### src/rtl/iob_double2ptfloat_pkg.sv
// Shared IEEE-754 double constants and input classification for the double -> pt-float converter.
package iob_double2ptfloat_pkg;

    localparam int unsigned FP_DP_W     = 64;
    localparam int unsigned FP_DP_EXP_W = 11;
    localparam int unsigned FP_DP_MAN_W = 52;
    localparam int          FP_DP_BIAS  = 1023;
    localparam logic [FP_DP_EXP_W-1:0] FP_DP_EXP_INF = '1;

    typedef enum logic [1:0] {
        KindNum,
        KindZero,
        KindInf,
        KindNan
    } fp_kind_t;

    function automatic fp_kind_t classify(input logic [FP_DP_W-1:0] fp);
        logic [FP_DP_EXP_W-1:0] e;
        logic [FP_DP_MAN_W-1:0] f;
        e = fp[FP_DP_W-2 -: FP_DP_EXP_W];
        f = fp[FP_DP_MAN_W-1:0];
        if (e == FP_DP_EXP_INF) begin
            return (f != '0) ? KindNan : KindInf;
        end
        if (e == '0 && f == '0) begin
            return KindZero;
        end
        return KindNum;
    endfunction

endpackage

### src/rtl/iob_double2ptfloat_rne_round.sv
// Round-to-nearest-even truncation of an IN_W-bit magnitude to its top OUT_W bits.
module iob_rne_round #(
    parameter int unsigned IN_W  = 53,
    parameter int unsigned OUT_W = 27
) (
    input  logic [IN_W-1:0]  data,
    output logic [OUT_W-1:0] mag,
    output logic             carry,
    output logic             inexact
);

    logic [OUT_W-1:0] kept;
    logic             guard;
    logic             sticky;
    logic             round_up;

    assign kept     = data[IN_W-1 -: OUT_W];
    assign guard    = data[IN_W-OUT_W-1];
    assign sticky   = |data[IN_W-OUT_W-2:0];
    assign round_up = guard & (kept[0] | sticky);
    assign inexact  = guard | sticky;

    assign {carry, mag} = {1'b0, kept} + (OUT_W + 1)'(round_up);

endmodule

### src/rtl/iob_double2ptfloat.sv
// IEEE double -> unpacked pt-float (signed exponent, two's-complement mantissa), multi-cycle
// with iterative subnormal normalization and RNE rounding under a start/done handshake.
module iob_double2ptfloat
    import iob_double2ptfloat_pkg::*;
#(
    parameter int  DATA_W    = 32,
    parameter int  EW_W      = 4,
    localparam int MAN_MAX_W = DATA_W - EW_W,
    localparam int EXP_MAX_W = (1 << EW_W) - 1
) (
    input  logic                 clk_i,
    input  logic                 rst_ni,
    input  logic                 cke_i,
    input  logic                 start_i,
    input  logic [63:0]          fp_i,
    output logic                 busy_o,
    output logic                 done_o,
    output logic [EXP_MAX_W-1:0] exp_o,
    output logic [MAN_MAX_W-1:0] man_o,
    output logic                 inexact_o,
    output logic                 nan_o
);

    localparam logic [EXP_MAX_W-1:0] EXP_MIN     = {1'b1, {(EXP_MAX_W-1){1'b0}}};
    localparam logic [EXP_MAX_W-1:0] EXP_POS_MAX = {1'b0, {(EXP_MAX_W-1){1'b1}}};
    localparam logic [MAN_MAX_W-1:0] MAN_POS_MAX = {1'b0, {(MAN_MAX_W-1){1'b1}}};
    localparam logic [MAN_MAX_W-1:0] MAN_ONE     = {2'b01, {(MAN_MAX_W-2){1'b0}}};

    typedef enum logic [2:0] {
        StIdle,
        StUnpack,
        StNorm,
        StRound,
        StDone
    } state_t;

    state_t                   state, state_nxt;
    logic [FP_DP_W-1:0]       fp_r;
    logic                     sign;
    logic [FP_DP_MAN_W:0]     sig;
    logic [EXP_MAX_W-1:0]     wexp;
    fp_kind_t                 kind;

    logic [FP_DP_EXP_W-1:0]   in_e;
    logic [FP_DP_MAN_W-1:0]   in_f;
    fp_kind_t                 in_kind;
    logic                     in_subnormal;

    logic [MAN_MAX_W-2:0]     rnd_mag;
    logic                     rnd_carry;
    logic                     rnd_inexact;
    logic [MAN_MAX_W-1:0]     mag_full;
    logic [MAN_MAX_W-1:0]     res_man;
    logic [EXP_MAX_W-1:0]     res_exp;

    assign in_e         = fp_r[FP_DP_W-2 -: FP_DP_EXP_W];
    assign in_f         = fp_r[FP_DP_MAN_W-1:0];
    assign in_kind      = classify(fp_r);
    assign in_subnormal = (in_kind == KindNum) && (in_e == '0);

    iob_rne_round #(
        .IN_W  (FP_DP_MAN_W + 1),
        .OUT_W (MAN_MAX_W - 1)
    ) u_round (
        .data    (sig),
        .mag     (rnd_mag),
        .carry   (rnd_carry),
        .inexact (rnd_inexact)
    );

    // A rounding carry means the magnitude became exactly 2^(MAN_MAX_W-1): renormalize by one.
    assign mag_full = rnd_carry ? MAN_ONE : {1'b0, rnd_mag};
    assign res_exp  = wexp + EXP_MAX_W'(rnd_carry);
    assign res_man  = sign ? -mag_full : mag_full;

    assign busy_o = (state != StIdle);
    assign done_o = (state == StDone);

    always_comb begin
        state_nxt = state;
        unique case (state)
            StIdle:   if (start_i) state_nxt = StUnpack;
            StUnpack: state_nxt = in_subnormal ? StNorm : StRound;
            // Leave after the shift that brings the leading one into bit 52.
            StNorm:   if (sig[FP_DP_MAN_W-1]) state_nxt = StRound;
            StRound:  state_nxt = StDone;
            StDone:   state_nxt = StIdle;
            default:  state_nxt = StIdle;
        endcase
    end

    always_ff @(posedge clk_i) begin
        if (!rst_ni) begin
            state     <= StIdle;
            fp_r      <= '0;
            sign      <= 1'b0;
            sig       <= '0;
            wexp      <= '0;
            kind      <= KindZero;
            exp_o     <= '0;
            man_o     <= '0;
            inexact_o <= 1'b0;
            nan_o     <= 1'b0;
        end else if (cke_i) begin
            state <= state_nxt;
            unique case (state)
                StIdle: begin
                    if (start_i) fp_r <= fp_i;
                end
                StUnpack: begin
                    sign <= fp_r[FP_DP_W-1];
                    kind <= in_kind;
                    if (in_e == '0) begin
                        sig  <= {1'b0, in_f};
                        wexp <= EXP_MAX_W'(2 - (FP_DP_BIAS - 1));
                    end else begin
                        sig  <= {1'b1, in_f};
                        wexp <= EXP_MAX_W'(in_e) - EXP_MAX_W'(FP_DP_BIAS - 2);
                    end
                end
                StNorm: begin
                    sig  <= sig << 1;
                    wexp <= wexp - EXP_MAX_W'(1);
                end
                StRound: begin
                    unique case (kind)
                        KindZero: begin
                            exp_o     <= EXP_MIN;
                            man_o     <= '0;
                            inexact_o <= 1'b0;
                            nan_o     <= 1'b0;
                        end
                        KindInf: begin
                            exp_o     <= EXP_POS_MAX;
                            man_o     <= sign ? -MAN_POS_MAX : MAN_POS_MAX;
                            inexact_o <= 1'b1;
                            nan_o     <= 1'b0;
                        end
                        KindNan: begin
                            exp_o     <= EXP_POS_MAX;
                            man_o     <= MAN_POS_MAX;
                            inexact_o <= 1'b1;
                            nan_o     <= 1'b1;
                        end
                        default: begin
                            exp_o     <= res_exp;
                            man_o     <= res_man;
                            inexact_o <= rnd_inexact;
                            nan_o     <= 1'b0;
                        end
                    endcase
                end
                default: ;
            endcase
        end
    end

endmodule

### config.mk
export PLATFORM = sky130hd
export DESIGN_NAME = iob_double2ptfloat
export DESIGN_NICKNAME = d
export VERILOG_FILES = /design/src/rtl/iob_double2ptfloat_pkg.sv /design/src/rtl/iob_double2ptfloat_rne_round.sv /design/src/rtl/iob_double2ptfloat.sv
export SDC_FILE = /design/constraint.sdc
export NUM_CORES = 1
export LEC_CHECK = 0
export CAP_MARGIN = 20
export CORE_MARGIN = 2
export CORE_UTILIZATION = 40
export DETAILED_ROUTE_END_ITERATION = 12
export PLACE_DENSITY_LB_ADDON = 0.12
export SETUP_SLACK_MARGIN = 0.1
export SLEW_MARGIN = 5
export SYNTH_ARGS = -nofsm -noshare
export SYNTH_HDL_FRONTEND = slang
export SYNTH_SLANG_ARGS = --single-unit
### constraint.sdc
create_clock -name clk_i -period 4.3 [get_ports clk_i]
set_clock_uncertainty 0.15 [all_clocks]
set_input_delay 1.29 -clock clk_i [delete_from_list [all_inputs] [get_ports clk_i]]
set_output_delay 1.29 -clock clk_i [all_outputs]
set_load 0.03 [all_outputs]
# Word level (Yosys, flattened, before mapping)
# Cells that the tools add are included.
totals:
  reg_bits: 183
classes:
  add_sub_neg: 5
  eq_ne: 10
  mux: 23
  bitwise: 3
  reduce_logical: 16
op_table:
  columns: ["operator", "count"]
  rows:
  - ["one-hot mux 53 bit (2 select lines)", 1]
  - ["one-hot mux 28 bit (3 select lines)", 1]
  - ["one-hot mux 15 bit (2 select lines)", 2]
  - ["two-way mux 28 bit", 2]
  - ["two-way mux 53 bit", 1]
  - ["zero test 52 bit", 1]
  - ["nonzero test 52 bit", 1]
  - ["adder 27 x 1 -> 28 bit", 1]
  - ["negation 27 -> 28 bit", 1]
  - ["two-way mux 27 bit", 1]
  - ["OR reduction 25 bit", 1]
  - ["adder 15 x 1 -> 15 bit", 1]
  - ["two-way mux 15 bit", 1]
  - ["subtractor 15 x 1 -> 15 bit, second input constant", 1]
  - ["one-hot mux 3 bit (4 select lines)", 1]
  - ["subtractor 11 x 10 -> 12 bit, second input constant", 1]
  - ["equality test 11 bit, second input constant", 1]
  - ["zero test 11 bit", 1]
  - ["two-way mux 2 bit", 4]
  - ["equality test 3 x 2 -> 1 bit, second input constant", 2]
  - ["two-way mux 1 bit", 6]
  - ["two-way mux 3 bit", 2]
  - ["AND reduction 2 bit", 3]
  - ["AND reduction 3 bit", 2]
  - ["other kinds (14)", 18]

# Logic depth before layout (Yosys ltp)
depth:
  ltp_word: 10
  mapped_depth: 18
  mapped_depth_nobuf: 14

# Modules after synthesis
# A second synthesis with hierarchy kept.
unflattened:
  hier_cells: 1265
  hier_area_um2: 9915.8
by_module_without_submodules:
  columns: ["module", "instances", "cells_per_inst", "area_each_um2"]
  rows:
  - ["iob_double2ptfloat", 1, 1181, 9280.2]
  - ["iob_rne_round", 1, 84, 635.6]

# Worst setup path after synthesis
# OpenSTA, ideal clock, no wires.
synth_path:
  kind: "reg2reg"
  startpoint: "register sig[36]"
  endpoint: "register exp_o[14]"
  setup_time_ns: 0.059
  arrival_ns: 3.316
  required_ns: 4.091
  setup_slack_ns: 0.775
  path_stages_with_launch: 18
  n_path_buf: 3
  period_less_slack_ns: 3.525
  cell_sequence: "dfxtp_1 > buf_4 > nand4_2 > or4_1 > or4_1 > buf_6 > clkinv_8 > buf_2 > ha_1 > ha_1 > nand2_1 > nor2_1 > and3_1 > nand4_1 > xnor2_1 > nor2_1 > o31ai_1 > and2_1"
synth_via:
  elab_chain_cells: 3
synth_lines:
  columns: ["item", "line", "text"]
  rows:
  - ["from (decl)", "iob_double2ptfloat.sv:40", "logic [FP_DP_MAN_W:0] sig;"]
  - ["from (signal assigned)", "iob_double2ptfloat.sv:114", "sig <= {1'b0, in_f};"]
  - ["from (signal assigned)", "iob_double2ptfloat.sv:117", "sig <= {1'b1, in_f};"]
  - ["from (signal assigned)", "iob_double2ptfloat.sv:122", "sig <= sig << 1;"]
  - ["adder 27 x 1 -> 28 bit", "iob_double2ptfloat_rne_round.sv:23", "assign {carry, mag} = {1'b0, kept} + (OUT_W + 1)'(round_up);"]
  - ["adder 15 x 1 -> 15 bit", "iob_double2ptfloat.sv:73", "assign res_exp = wexp + EXP_MAX_W'(rnd_carry);"]
  - ["one-hot mux 15 bit (2 select lines)", "iob_double2ptfloat.sv:126", "unique case (kind)"]
  - ["to (signal assigned)", "iob_double2ptfloat.sv:146", "exp_o <= res_exp;"]
  - ["to (decl)", "iob_double2ptfloat.sv:18", "output logic [EXP_MAX_W-1:0] exp_o,"]
# Every way passes these cells.
# A chain may end at the register's enable or synchronous reset.

# Worst setup path after layout
layout_path:
  startpoint: "register sig[36]"
  endpoint: "register man_o[25]"
layout_via:
  elab_chain_cells: 5
layout_lines:
  columns: ["item", "line", "text"]
  rows:
  - ["adder 27 x 1 -> 28 bit (*)", "iob_double2ptfloat_rne_round.sv:23", null]
  - ["two-way mux 27 bit (*)", "iob_double2ptfloat.sv:72", "assign mag_full = rnd_carry ? MAN_ONE : {1'b0, rnd_mag};"]
  - ["negation 27 -> 28 bit", "iob_double2ptfloat.sv:74", "assign res_man = sign ? -mag_full : mag_full;"]
  - ["two-way mux 28 bit (*)", "iob_double2ptfloat.sv:74", null]
  - ["one-hot mux 28 bit (3 select lines) (*)", "iob_double2ptfloat.sv:126", null]
  - ["to (signal assigned)", "iob_double2ptfloat.sv:135", "man_o <= sign ? -MAN_POS_MAX : MAN_POS_MAX;"]
  - ["to (signal assigned)", "iob_double2ptfloat.sv:147", "man_o <= res_man;"]
  - ["to (decl)", "iob_double2ptfloat.sv:19", "output logic [MAN_MAX_W-1:0] man_o,"]
# Every way passes the cells marked *; elsewhere a longest branch is shown, timed or not.

==> key figures <==
Logic synthesis
  – Synth warn: 0
  – Syn avg cell area: 7.63 sq um
  – Synth unique cells: 65
  – Gate Count Post-Synth: roughly 1300
  – Register area share after synthesis: a little under two fifths
  – #FFs+latches synth: 183
  – Asr flop ratio synth: 0%
  – Post-synth EDFFs: 0
  – Post-Syn Nets: between 1000 and 1500
  – Post-synth top flop: dfxtp_1
  – Post-Synthesis Cell Area: just under 10000 sq um

Worst hold path
  – Worst Hold Path Cells: 2
  – HP Class: reg2reg

Setup path
  – Largest stage delay on the critical path: 0.65 ns
  – Worst setup SP type: flip-flop
  – WP data arrival: 4.01 ns
  – CP Depth: 9
  – CP max FO: 16
  – Worst path most repeated cell: or4_1
  – CP Cell Sequence: nand4_2 -> or4_1 -> or4_1 -> clkinv_8 -> o2111ai_4 -> a211oi_4 -> nand4b_1 -> nor4b_1 -> or3_1
  – Buf+Inv Stages, Crit Path: 1
  – Critical path data required time: around 4.5 ns
  – Crit path max-delay family: simple AND/OR/NAND/NOR gates
  – R2R cell count: 9
  – CP endpoint kind: flip-flop
  – Critical-path top delay cell: or4_1
  – Crit Path Class: reg2reg

GRT
  – Congestion Overflow GR: 0
  – First-pass GRT wire length: around 43000 microns
  – Vias in the first global route: 8315
  – GRT Total Usage: 20.2%
  – Number of antenna violations at the first check in global routing: 0
  – Largest net degree at the start of global routing: between 100 and 150

Route
  – Via Count: ~9000
  – Drt wl/cell: about 15 microns
  – DRC violations left: 0
  – TritonRoute pass-1 iters: 6
  – Via/cell ratio: 5.38
  – First DRT Iteration DRCs: 654
  – DRT Wirelength: around 26000 microns
  – DRT antenna net count: 0

Timing
  – Setup TNS: 0 ns
  – Max Freq: roughly 0.26 GHz
  – Hold Slack: about 0.31 ns
  – Final slew viol count: 0
  – Worst slew margin: 36.7%
  – Worst-Margin Slew: roughly 0.95 ns
  – Crit share post-route: around nine tenths
  – Setup Viol. Count Final: 0
  – RSZ-0062 raised after global routing: false
  – Post-layout min period: between 3 and 4 ns
  – Final hold violations: 0

Clocking
  – Num CTS Buffers: 17
  – TritonCTS clock tree: done
  – CTS HTree Levels: 4
  – Worst-path clk slew: 0.07 ns
  – Resized cells post-CTS: 0
  – Post-CTS Setup Bufs: 0
  – CTS Sinks: 183
  – CTS max path bufs: 2
  – Post-cts hold buffer count: 0
  – CTS Root Cell: clkbuf_16
  – Worst skew pair latency: approximately 0.43 ns

Pwr
  – Leak: ~4.7 nW
  – Worst VDD drop: 0.000239 V
  – Pwr/cell area: about 370 nW/um^2
  – Total Power: 4.37 mW

Placed design
  – DPL Wire Length: 18000 microns
  – Placed cells: 1644
  – Placer congestion estimate: roughly 0.85
  – I/O Buffers: approximately 110

Final layout
  – Nets: between 1000 and 1500
  – Share of layout cells above drive strength 1: approximately 5.3%
  – N_diodes: 0
  – Syn-to-layout area delta: 19.2%
  – Layout Cells excl Fill: 1676

Flow run
  – Max-cap violations: 0

Die
  – # IOs: between 100 and 150
  – Die W: roughly 160 microns
  – Starting Density: 40.7%
  – Chip Height: approximately 160 microns
  – Die footprint: ~26000 sq um
  – Core ar.: ~24000 sq um
  – # rows: 57

Run status
  – Outcome: finished, final reports clean
cell usage in the layout, fill, tap and decap left out, types with 7 or more instances in the layout:
| cell | n |
|---|---|
| o211ai_1 | 9 |
| nand2_1 | 281 |
| xor2_1 | 29 |
| a21oi_1 | 56 |
| o21ai_0 | 76 |
| nand3_1 | 76 |
| clkbuf_16 | 17 |
| mux2i_1 | 9 |
| nor3_1 | 33 |
| nor2_1 | 72 |
| nor4_1 | 32 |
| o211a_1 | 55 |
| nor2b_1 | 12 |
| nand4_1 | 18 |
| or4_1 | 7 |
| dfxtp_1 | 183 |
| inv_1 | 16 |
| xnor2_1 | 30 |
| a21boi_0 | 67 |
| buf_4 | 17 |
| and2_1 | 11 |
| and3_1 | 10 |
| clkdlybuf4s50_1 | 113 |
| a211oi_1 | 9 |
| o31ai_1 | 11 |
worst reg2reg max path, stage by stage (launching register included):
cell	delay (ns)
dfxtp_1	0.49
nand4_2	0.21
or4_1	0.56
or4_1	0.65
clkinv_8	0.15
o2111ai_4	0.28
a211oi_4	0.39
nand4b_1	0.25
nor4b_1	0.22
or3_1	0.37
flip-flops by register name, indices dropped and copies added, names as in the netlist, 2 cells and up:
name and flops:
wexp 15, man_o 28, fp_r 64, kind 2
exp_o 15, sig 53, state 3
power breakdown:
| group | total (mW) | internal, mW | switching, mW |
|---|---|---|---|
| combinational | 0.834 | 0.346 | 0.488 |
| clock | 1.59 | 0.875 | 0.720 |
| sequential | 1.94 | 1.80 | 0.141 |
metrics by stage:
stage               area (sq um)  setup slack, ns  util [%]
finish                     11800            0.457      48.5
global route               11800            0.199      48.5
CTS                        11800            0.459      48.5
detailed placement         11200            0.407      46.1
global placement           11200            0.487      46.1
floorplan                   9890            0.775         -
cell families after synthesis:
group	Yosys count	share of synthesized area (%)
compound gates	323	23.3
fa+ha+maj	6	0.759
mux	10	1.02
xor+xnor	59	5.22
flops	183	37.0
simple gates	589	27.5
buf+inv	127	5.20
layer usage:
| layer | share of wire [%] | up-vias | global-route usage (%) |
|---|---|---|---|
| li1 | - | 4650 | - |
| met1 | 53 | 4154 | 30.6 |
| met5 | 0 | - | 0 |
| met2 | 42 | 188 | 29.5 |
| met3 | 4.0 | 23 | 3.13 |
| met4 | 1.5 | 0 | 5.68 |
worst paths after layout:
check / from / end / slack [ns]
min reg2reg: fp_r[63] / fp_r[63] / 0.31
max: sig[36] / man_o[25] / 0.46
min: fp_r[63] / fp_r[63] / 0.31
max reg2reg: sig[36] / man_o[25] / 0.46
synthesized netlist by cell type (12+ instances only):
library cell,n,area share [%]
a21boi_0,67,5.1
a21oi_1,56,2.8
clkbuf_1,94,3.6
dfxtp_1,183,37
inv_1,16,0.61
nand2_1,282,11
nand3_1,77,3.9
nand4_1,18,1.1
nor2_1,72,2.7
nor2b_1,12,0.76
nor3_1,34,1.7
nor4_1,32,2.0
o211a_1,55,5.6
o21ai_0,76,3.8
xnor2_1,30,2.7
xor2_1,29,2.6
area by class of cell:
type,instances,area (sq um)
clock buffer,18,429
clock inverter,14,166
fill,2448,12500
inverter,17,76.3
multi-input combinational,987,5740
sequential,183,3660
tap,324,405
timing repair buffer,133,1320
Note: power is estimated with default switching activity, not from simulation.
